**src/rtl/scan_seq_pkg.sv**
```systemverilog
// ---------------------------------------------------------------------------
// scan_seq_pkg
// Shared definitions for the 2-bit scan sequencer:
//   - scan_state_e      : sequencer state encoding (IDLE / ACTIVE / BLANK)
//   - DEFAULT_DWELL_W   : default width of the dwell count input
//   - DEFAULT_BLANK_W   : default width of the blank count input
//   - FIRST_ASC         : first select code of an ascending frame  (00)
//   - FIRST_DESC        : first select code of a descending frame  (11)
//   - max_width()       : helper used to size the shared timing counter
// ---------------------------------------------------------------------------
package scan_seq_pkg;

  localparam int DEFAULT_DWELL_W = 8;
  localparam int DEFAULT_BLANK_W = 4;

  localparam logic [1:0] FIRST_ASC  = 2'b00;
  localparam logic [1:0] FIRST_DESC = 2'b11;

  typedef enum logic [1:0] {
    ST_IDLE   = 2'd0,
    ST_ACTIVE = 2'd1,
    ST_BLANK  = 2'd2
  } scan_state_e;

  function automatic int max_width(input int a, input int b);
    return (a > b) ? a : b;
  endfunction

endpackage

```
**src/rtl/scan_down_counter.sv**
```systemverilog
// ---------------------------------------------------------------------------
// scan_down_counter
// Loadable down counter with a zero flag. Loading has priority over
// decrementing; the count saturates at zero.
// Ports:
//   clk        : clock, rising edge
//   reset_n    : asynchronous active-low reset, clears the count
//   i_load     : load i_load_val on the next edge
//   i_load_val : value to load (WIDTH bits)
//   i_dec      : decrement on the next edge when not loading
//   o_zero     : high while the count is zero
// ---------------------------------------------------------------------------
module scan_down_counter #(
  parameter int WIDTH = 8
) (
  input  logic             clk,
  input  logic             reset_n,
  input  logic             i_load,
  input  logic [WIDTH-1:0] i_load_val,
  input  logic             i_dec,
  output logic             o_zero
);

  logic [WIDTH-1:0] r_count;

  always_ff @(posedge clk or negedge reset_n) begin
    if (!reset_n) begin
      r_count <= '0;
    end else if (i_load) begin
      r_count <= i_load_val;
    end else if (i_dec && (r_count != '0)) begin
      r_count <= r_count - WIDTH'(1);
    end
  end

  assign o_zero = (r_count == '0);

endmodule

```
**src/rtl/scan_sequencer_2b.sv**
```systemverilog
// ---------------------------------------------------------------------------
// scan_sequencer_2b
// Drives a downstream 2-to-4 decoder through the codes 00,01,10,11 (wrapping),
// holding each code for dwell+1 enabled cycles with an optional blank gap of
// `blank` disabled cycles between slots.
//
// Optional feature: define SCAN_DIR_EN to add the `dir` input. dir is sampled
// when scanning starts; dir=1 scans 11,10,01,00 (wrapping 00->11).
//
// Ports:
//   clk        : clock, rising edge
//   reset_n    : asynchronous active-low reset
//   start      : level request to begin scanning from IDLE
//   stop       : level request to abort scanning (priority over everything)
//   dir        : scan direction, only with SCAN_DIR_EN
//   dwell      : slot length minus one (DWELL_W bits), captured per slot
//   blank      : gap cycles between slots (BLANK_W bits), 0 = no gap
//   w          : decoder select code
//   en         : decoder enable
//   slot_done  : final ACTIVE cycle of each slot
//   frame_done : final ACTIVE cycle of the last code in the sequence
//   busy       : sequencer is not IDLE
// ---------------------------------------------------------------------------
module scan_sequencer_2b
  import scan_seq_pkg::*;
#(
  parameter int DWELL_W = DEFAULT_DWELL_W,
  parameter int BLANK_W = DEFAULT_BLANK_W
) (
  input  logic               clk,
  input  logic               reset_n,
  input  logic               start,
  input  logic               stop,
`ifdef SCAN_DIR_EN
  input  logic               dir,
`endif
  input  logic [DWELL_W-1:0] dwell,
  input  logic [BLANK_W-1:0] blank,
  output logic [1:0]         w,
  output logic               en,
  output logic               slot_done,
  output logic               frame_done,
  output logic               busy
);

  // One counter times both the dwell and the blank phases, so it must hold
  // the wider of the two counts.
  localparam int CNT_W = max_width(DWELL_W, BLANK_W);

  scan_state_e r_state;
  scan_state_e w_state_nxt;
  logic [1:0]  r_code;
  logic [1:0]  w_code_nxt;

  logic             w_cnt_load;
  logic             w_cnt_dec;
  logic [CNT_W-1:0] w_cnt_val;
  logic             w_cnt_zero;

  logic       w_desc;
  logic [1:0] w_first_code;
  logic [1:0] w_next_code;
  logic [1:0] w_last_code;
  logic       w_active;
  logic       w_slot_end;

`ifdef SCAN_DIR_EN
  logic r_dir;
  logic w_dir_nxt;

  // Direction is latched at the start of a frame so a moving dir input
  // cannot reverse a scan in progress.
  assign w_desc       = r_dir;
  assign w_first_code = dir ? FIRST_DESC : FIRST_ASC;
`else
  assign w_desc       = 1'b0;
  assign w_first_code = FIRST_ASC;
`endif

  assign w_next_code = w_desc ? (r_code - 2'd1) : (r_code + 2'd1);
  assign w_last_code = w_desc ? FIRST_ASC : FIRST_DESC;

  scan_down_counter #(
    .WIDTH (CNT_W)
  ) u_timer (
    .clk        (clk),
    .reset_n    (reset_n),
    .i_load     (w_cnt_load),
    .i_load_val (w_cnt_val),
    .i_dec      (w_cnt_dec),
    .o_zero     (w_cnt_zero)
  );

  always_ff @(posedge clk or negedge reset_n) begin
    if (!reset_n) begin
      r_state <= ST_IDLE;
      r_code  <= FIRST_ASC;
`ifdef SCAN_DIR_EN
      r_dir   <= 1'b0;
`endif
    end else begin
      r_state <= w_state_nxt;
      r_code  <= w_code_nxt;
`ifdef SCAN_DIR_EN
      r_dir   <= w_dir_nxt;
`endif
    end
  end

  // Next-state logic. The counter is loaded with dwell on every ACTIVE entry
  // and with blank-1 on BLANK entry, so a zero count always marks the last
  // cycle of the current phase. Stop is tested first in both busy states.
  always_comb begin
    w_state_nxt = r_state;
    w_code_nxt  = r_code;
    w_cnt_load  = 1'b0;
    w_cnt_dec   = 1'b0;
    w_cnt_val   = '0;
`ifdef SCAN_DIR_EN
    w_dir_nxt   = r_dir;
`endif
    case (r_state)
      ST_IDLE: begin
        if (start && !stop) begin
          w_state_nxt = ST_ACTIVE;
          w_code_nxt  = w_first_code;
          w_cnt_load  = 1'b1;
          w_cnt_val   = CNT_W'(dwell);
`ifdef SCAN_DIR_EN
          w_dir_nxt   = dir;
`endif
        end
      end
      ST_ACTIVE: begin
        if (stop) begin
          w_state_nxt = ST_IDLE;
          w_code_nxt  = FIRST_ASC;
          w_cnt_load  = 1'b1;
        end else if (w_cnt_zero) begin
          if (blank == '0) begin
            w_code_nxt = w_next_code;
            w_cnt_load = 1'b1;
            w_cnt_val  = CNT_W'(dwell);
          end else begin
            w_state_nxt = ST_BLANK;
            w_cnt_load  = 1'b1;
            w_cnt_val   = CNT_W'(blank) - CNT_W'(1);
          end
        end else begin
          w_cnt_dec = 1'b1;
        end
      end
      ST_BLANK: begin
        if (stop) begin
          w_state_nxt = ST_IDLE;
          w_code_nxt  = FIRST_ASC;
          w_cnt_load  = 1'b1;
        end else if (w_cnt_zero) begin
          w_state_nxt = ST_ACTIVE;
          w_code_nxt  = w_next_code;
          w_cnt_load  = 1'b1;
          w_cnt_val   = CNT_W'(dwell);
        end else begin
          w_cnt_dec = 1'b1;
        end
      end
      default: begin
        w_state_nxt = ST_IDLE;
        w_code_nxt  = FIRST_ASC;
        w_cnt_load  = 1'b1;
      end
    endcase
  end

  assign w_active   = (r_state == ST_ACTIVE);
  assign w_slot_end = w_active && w_cnt_zero;

  assign w          = r_code;
  assign en         = w_active;
  assign busy       = (r_state != ST_IDLE);
  assign slot_done  = w_slot_end;
  assign frame_done = w_slot_end && (r_code == w_last_code);

endmodule

```
**config.mk**
```make
export PLATFORM = sky130hd
export DESIGN_NAME = scan_sequencer_2b
export DESIGN_NICKNAME = d
export VERILOG_FILES = /design/src/rtl/scan_seq_pkg.sv /design/src/rtl/scan_down_counter.sv /design/src/rtl/scan_sequencer_2b.sv
export SDC_FILE = /design/constraint.sdc
export NUM_CORES = 1
export LEC_CHECK = 0
export BUFFER_PORTS_ARGS = -buffer_cell sky130_fd_sc_hd__buf_2
export CAP_MARGIN = 20
export CORE_UTILIZATION = 25
export CTS_BUF_LIST = sky130_fd_sc_hd__clkbuf_4
export CTS_CLUSTER_SIZE = 12
export DETAILED_ROUTE_END_ITERATION = 6
export GPL_ROUTABILITY_DRIVEN = 0
export PLACE_DENSITY = 0.53
export SLEW_MARGIN = 20
export SYNTH_ARGS = -nofsm -noshare
export SYNTH_HDL_FRONTEND = slang
export SYNTH_SLANG_ARGS = --single-unit
export TNS_END_PERCENT = 1
```
**constraint.sdc**
```tcl
create_clock -name clk -period 2.8 [get_ports clk]
set_clock_uncertainty 0.1 [all_clocks]
set_input_delay 0.56 -clock clk [delete_from_list [all_inputs] [get_ports clk]]
set_output_delay 0.56 -clock clk [all_outputs]
set_load 0.01 [all_outputs]
```
[Yosys cells after proc, flatten, opt, wreduce, memory -nomap -nowiden]
Cells that the tools add are included.
Word-level totals
  input bits: 16
  output and inout bits: 6
  word-level logic and storage cells: 58
  flip-flop bits (word level): 12
Cells by class
  equal/unequal tests: 8
  reductions and logical operators: 14
  add/sub/neg operators: 3
  mux-type cells: 30
Operators by type and width (count)
  $mux W8: 8
  $mux W2: 12
  $pmux W8 S3: 1
  $pmux W2 S3: 2
  $ne A3 B3 Y1 const B: 3
  $logic_not A8 Y1: 1
  $reduce_and A4 Y1: 2
  $reduce_bool A8 Y1: 1
  $sub A8 B1 Y8 const B: 1
  $mux W1: 6
  $sub A4 B1 Y5 const B: 1
  $eq A2 B2 Y1 const B: 2
  $logic_and A1 B1 Y1: 4
  $logic_not A4 Y1: 1
  $reduce_bool A2 Y1: 2
  $ne A3 B2 Y1 const B: 1
  $add A2 B1 Y2 const B: 1
  $eq A2 B1 Y1 const B: 1
  $logic_not A2 Y1: 1
  $ne A2 B2 Y1 const B: 1
  $pmux W1 S2: 1
  $reduce_or A2 Y1: 1
  $logic_not A1 Y1: 1

[Longest topological paths before layout]
  word-level depth: 7
  depth in mapped cells: 7
  mapped depth without buffers: 6

[By module]
Synthesis repeated with hierarchy kept, for this count alone.
Unflattened totals
  cells, all modules: 139
  area total of the unflattened synthesis: 1126.1 sq um
Modules (own cells, without submodules)
  scan_down_counter: seq. area each 200.2 sq um, area an instance 575.6 sq um, times used 1, cells each 68
  scan_sequencer_2b: seq. area each 100.1 sq um, area an instance 550.5 sq um, times used 1, cells each 71

[Least setup slack after synthesis]
No wires, ideal clock.
  path kind: input to register
  from: in blank[0]
  to: reg u_timer.r_count[5]
  data required time: 2596 ps
  cell stages on the path: 6
  setup slack: 580 ps
  buffers on the path: 0
  arrival: 2017 ps
  path through: inv_1 ha_1 or4b_2 nor4_4 nor2_1 o311ai_1
On the way
  longest elaborated chain between the ends: 6
  elaborated cells on any way between the ends: 7
  those cells by class: add/sub (1); mux (5); reduce/logical (1)
RTL lines
  start: declaration: line scan_sequencer_2b.sv:38  | input logic [BLANK_W-1:0] blank,
  $sub A4 B1 Y5 or $logic_not A4 Y1 (tied branches): line scan_sequencer_2b.sv:147, scan_sequencer_2b.sv:140
  $mux W8 (*): line scan_sequencer_2b.sv:140  | if (blank == '0) begin
  $mux W8 (*): line scan_sequencer_2b.sv:139  | end else if (w_cnt_zero) begin
  $mux W8 (*): line scan_sequencer_2b.sv:135  | if (stop) begin
  $pmux W8 S3 (*): line scan_sequencer_2b.sv:122  | case (r_state)
  $mux W8 (*): line scan_down_counter.sv:29  | end else if (i_load) begin
  end signal: assignment: line scan_down_counter.sv:30  | r_count <= i_load_val;
  end signal: assignment: line scan_down_counter.sv:32  | r_count <= r_count - WIDTH'(1);
  end: declaration: line scan_down_counter.sv:24  | logic [WIDTH-1:0] r_count;
Mark *: on every way between the ends. The rest lies on a longest branch, timed or not.
A chain may end at the register's enable or synchronous reset.

[Final worst setup path]
  from: reg u_timer.r_count[0]
  to: out frame_done
On the way
  longest elaborated chain between the ends: 3
RTL lines
  $logic_not A8 Y1: line scan_down_counter.sv:36  | assign o_zero = (r_count == '0);
  $logic_and A1 B1 Y1: line scan_sequencer_2b.sv:176  | assign w_slot_end = w_active && w_cnt_zero;
  $logic_and A1 B1 Y1: line scan_sequencer_2b.sv:182  | assign frame_done = w_slot_end && (r_code == w_last_code);
  end: declaration: line scan_sequencer_2b.sv:42  | output logic frame_done,
Every way passes these cells.

==> impl_metrics.yaml <==
setup_path:
  cp.arrival_ns: 1.70
  worstPathMaxFanout: 5
  r2r-end: "u_timer.r_count[4]"
  regToRegSetupSlack_ns: 0.57
  worst_ep_required_time_ns: 2.14
  crit_chain: "inv_1, ha_1, nor4b_2, and3_1, and2_1, buf_2"
  crit_path_top_delay_cell: "dfrtp_1"
  critical-path-top-delay-family: "simple AND/OR/NAND/NOR gates"
  ff2ff_path_depth: 6
  crit_type: "reg -> out"
  crit_buf_inv: 2
  max_stage_delay_ns: 0.42
  cp-end-kind: "primary output"
  reg2reg_from: "r_state[0]"
  critPathLaunchType: "flop"
drt:
  wl_per_cell_um: 15.26
  wl_met2_um: 1692
  antenna_left: 0
  drt_wl_total_um: 3647
  highest-signal-layer: "met4"
  drt_iter0_drc: 91
  route.met3.wl_um: 145
  m1WireLength_um: 1770
  vias: 1277
  vias_per_cell: 5.343
  firstDrtPassIters: 4
  drc: 0
clock_network:
  clock_sinks: 12
  cts_setup_buffers: 0
  cts_tree: "built"
  cts_buffers: 3
  insertion_delay_ns: 0.28
  post_cts_resized: 0
  cts_max_level: 1
  hold_buffers: 0
  cts-root-buf: "clkbuf_4"
  clk_pin_slew_ns: 0.09
  cts_max_path_buffers: 2
logic_synthesis:
  ys_seq_area_share_pct: 23.19
  async_flop_share_pct: 100.0
  syn_area_um2: 1295
  yosysTopAreaCell: "dfrtp_1"
  synth.avg_cell_area_um2: 8.520
  synth_top_cell_area_share_pct: 23.19
  synth_cell_types: 54
  synth-edff-count: 0
  synth_seq_cells: 12
  synth_ff_type: "dfrtp_1"
  synth_fp_nets: 177
  synth_most_common_cell: "dfrtp_1"
  synth_area_leaders: "dfrtp_1, ha_1, a211oi_1"
  post_synth_most_frequent_cells: "dfrtp_1, inv_1, nor2_1"
  netlist_instances: 152
  ys.warnings.count: 0
timing:
  timing.fmax_mhz: 422.9
  rsz0062_at_grt: "no"
  hold_viol: 0
  worst_slew_pin_slew_ns: 0.5809
  slew_headroom_pct: 60.27
  period_needed_ns: 2.365
  setup_viol: 0
  period_share_pct: 84.46
  worst_slack_ns: 0.4352
  hold_slack_ns: 0.05515
  timing.setup.tns_ns: 0
  final-max-slew-violation-count: 0
finish:
  area_growth_pct: 14.78
  fill_cells: 541
  multi_input_area_um2: 907.1
  nets: 198
  final_cells: 239
  final_util_pct: 30.66
  seq_area_um2: 300.3
  postLayoutCellArea_um2: 1486
  diodes: 0
  layout-drive-gt1-share_pct: 23.84
placement:
  dpl_cell_area_um2: 1460
  numPlacedInstances: 235
  place_ws_ns: 0.2985
  dp_hpwl_um: 2918
  numPortBuffers: 21
pwr:
  p_seq_share_pct: 21.5
  p_switching_mw: 0.7649
  internal-power_mw: 0.7329
  switching_share_pct: 51.07
  p_total_mw: 1.498
  comb_power_share_pct: 70.7
  peakVddDrop_mv: 0.2050
  clkPwrFrac_pct: 7.9
  cellPowerDensity_nw_per_um2: 1008
  p_leak_nw: 0.6222
global_routing:
  grtUsageTotal_pct: 15.29
  antenna_found_initial: 0
  grt_remaining_overflow: 0
  grt_max_degree: 15
  grt_pass1_vias: 1267
  grt_pass1_wl_um: 6389
floorplanning:
  coreArea_um2: 4848
  die_h_um: 73.97
  pin_count: 22
  rows: 25
  initial_core_util_pct: 26.71
  die_x_um: 73.97
  die_area_um2: 5472
job:
  drv_cap: 0
min_path:
  min_path_type: "in -> async"
status:
  status: "complete, no violations"
==> placed cells by master (no fill, tap or decap), types with 3 or more instances in the layout <==
master and count:
a211o_1 4, a211oi_1 7, a21oi_1 7, a31oi_1 4
buf_2 21, buf_4 3, clkbuf_4 3, dfrtp_1 12
ha_1 9, inv_1 11, nand2b_1 5, nor2_1 11
nor3_1 5, o211ai_1 7, o21ai_0 7, o311ai_1 3
o31ai_1 3, or2_2 3, or3_1 3
==> power groups by stage <==
stage	Clock (mW)	Combinational, mW	Sequential (mW)
after floorplan	0	0.826	0.297
after global placement	0	1.05	0.324
after detailed placement	0	1.05	0.323
after CTS	0.124	1.05	0.320
after global routing	0.132	1.18	0.334
final	0.118	1.06	0.322
==> registers in the layout, summed over array words and instances (netlist names) <==
name	flops
u_timer.r_count	8
r_state	2
w	2
==> metal layers <==
metal | track usage [%] | up-vias
met1 | 21.88 | 607
met2 | 24.04 | 33
met4 | 5.128 | 0
met5 | 0 | -
li1 | - | 633
met3 | 1.491 | 4
==> cell families (layout without fill, tap and decap cells) <==
logic type | Yosys count | after routing | synth area share (%)
multiplexers | 1 | 1 | 0.7730
buffers and inverters | 19 | 39 | 6.762
AO/OA/AOI/OAI | 62 | 62 | 36.04
AND/OR/NAND/NOR | 49 | 49 | 24.54
flip-flops | 12 | 12 | 23.19
adder cells (fa/ha/maj) | 9 | 9 | 8.696
==> how the worst max path moves through the flow <==
| stage | slack [ns] | cells after the start | end | start |
|---|---|---|---|---|
| final | 0.44 | 6 | frame_done | u_timer.r_count[0] |
| after global routing | 0.32 | 6 | frame_done | u_timer.r_count[0] |
| after CTS | 0.41 | 6 | frame_done | u_timer.r_count[0] |
| after detailed placement | 0.30 | 7 | u_timer.r_count[0] | blank[0] |
| after global placement | 0.35 | 7 | u_timer.r_count[5] | blank[0] |
| after floorplan | 0.58 | 6 | u_timer.r_count[5] | blank[0] |
==> cell type report <==
cell class              count  share of cell area, %
inverters                  11                  2.778
clock buffers               3                  1.515
clock inverters             1                 0.2525
flip-flops and latches     12                  20.20
well taps                  67                  5.640
multi-input cells         121                  61.03
repair buffers             24                  8.586
Note: power is estimated with default switching activity, not from simulation.
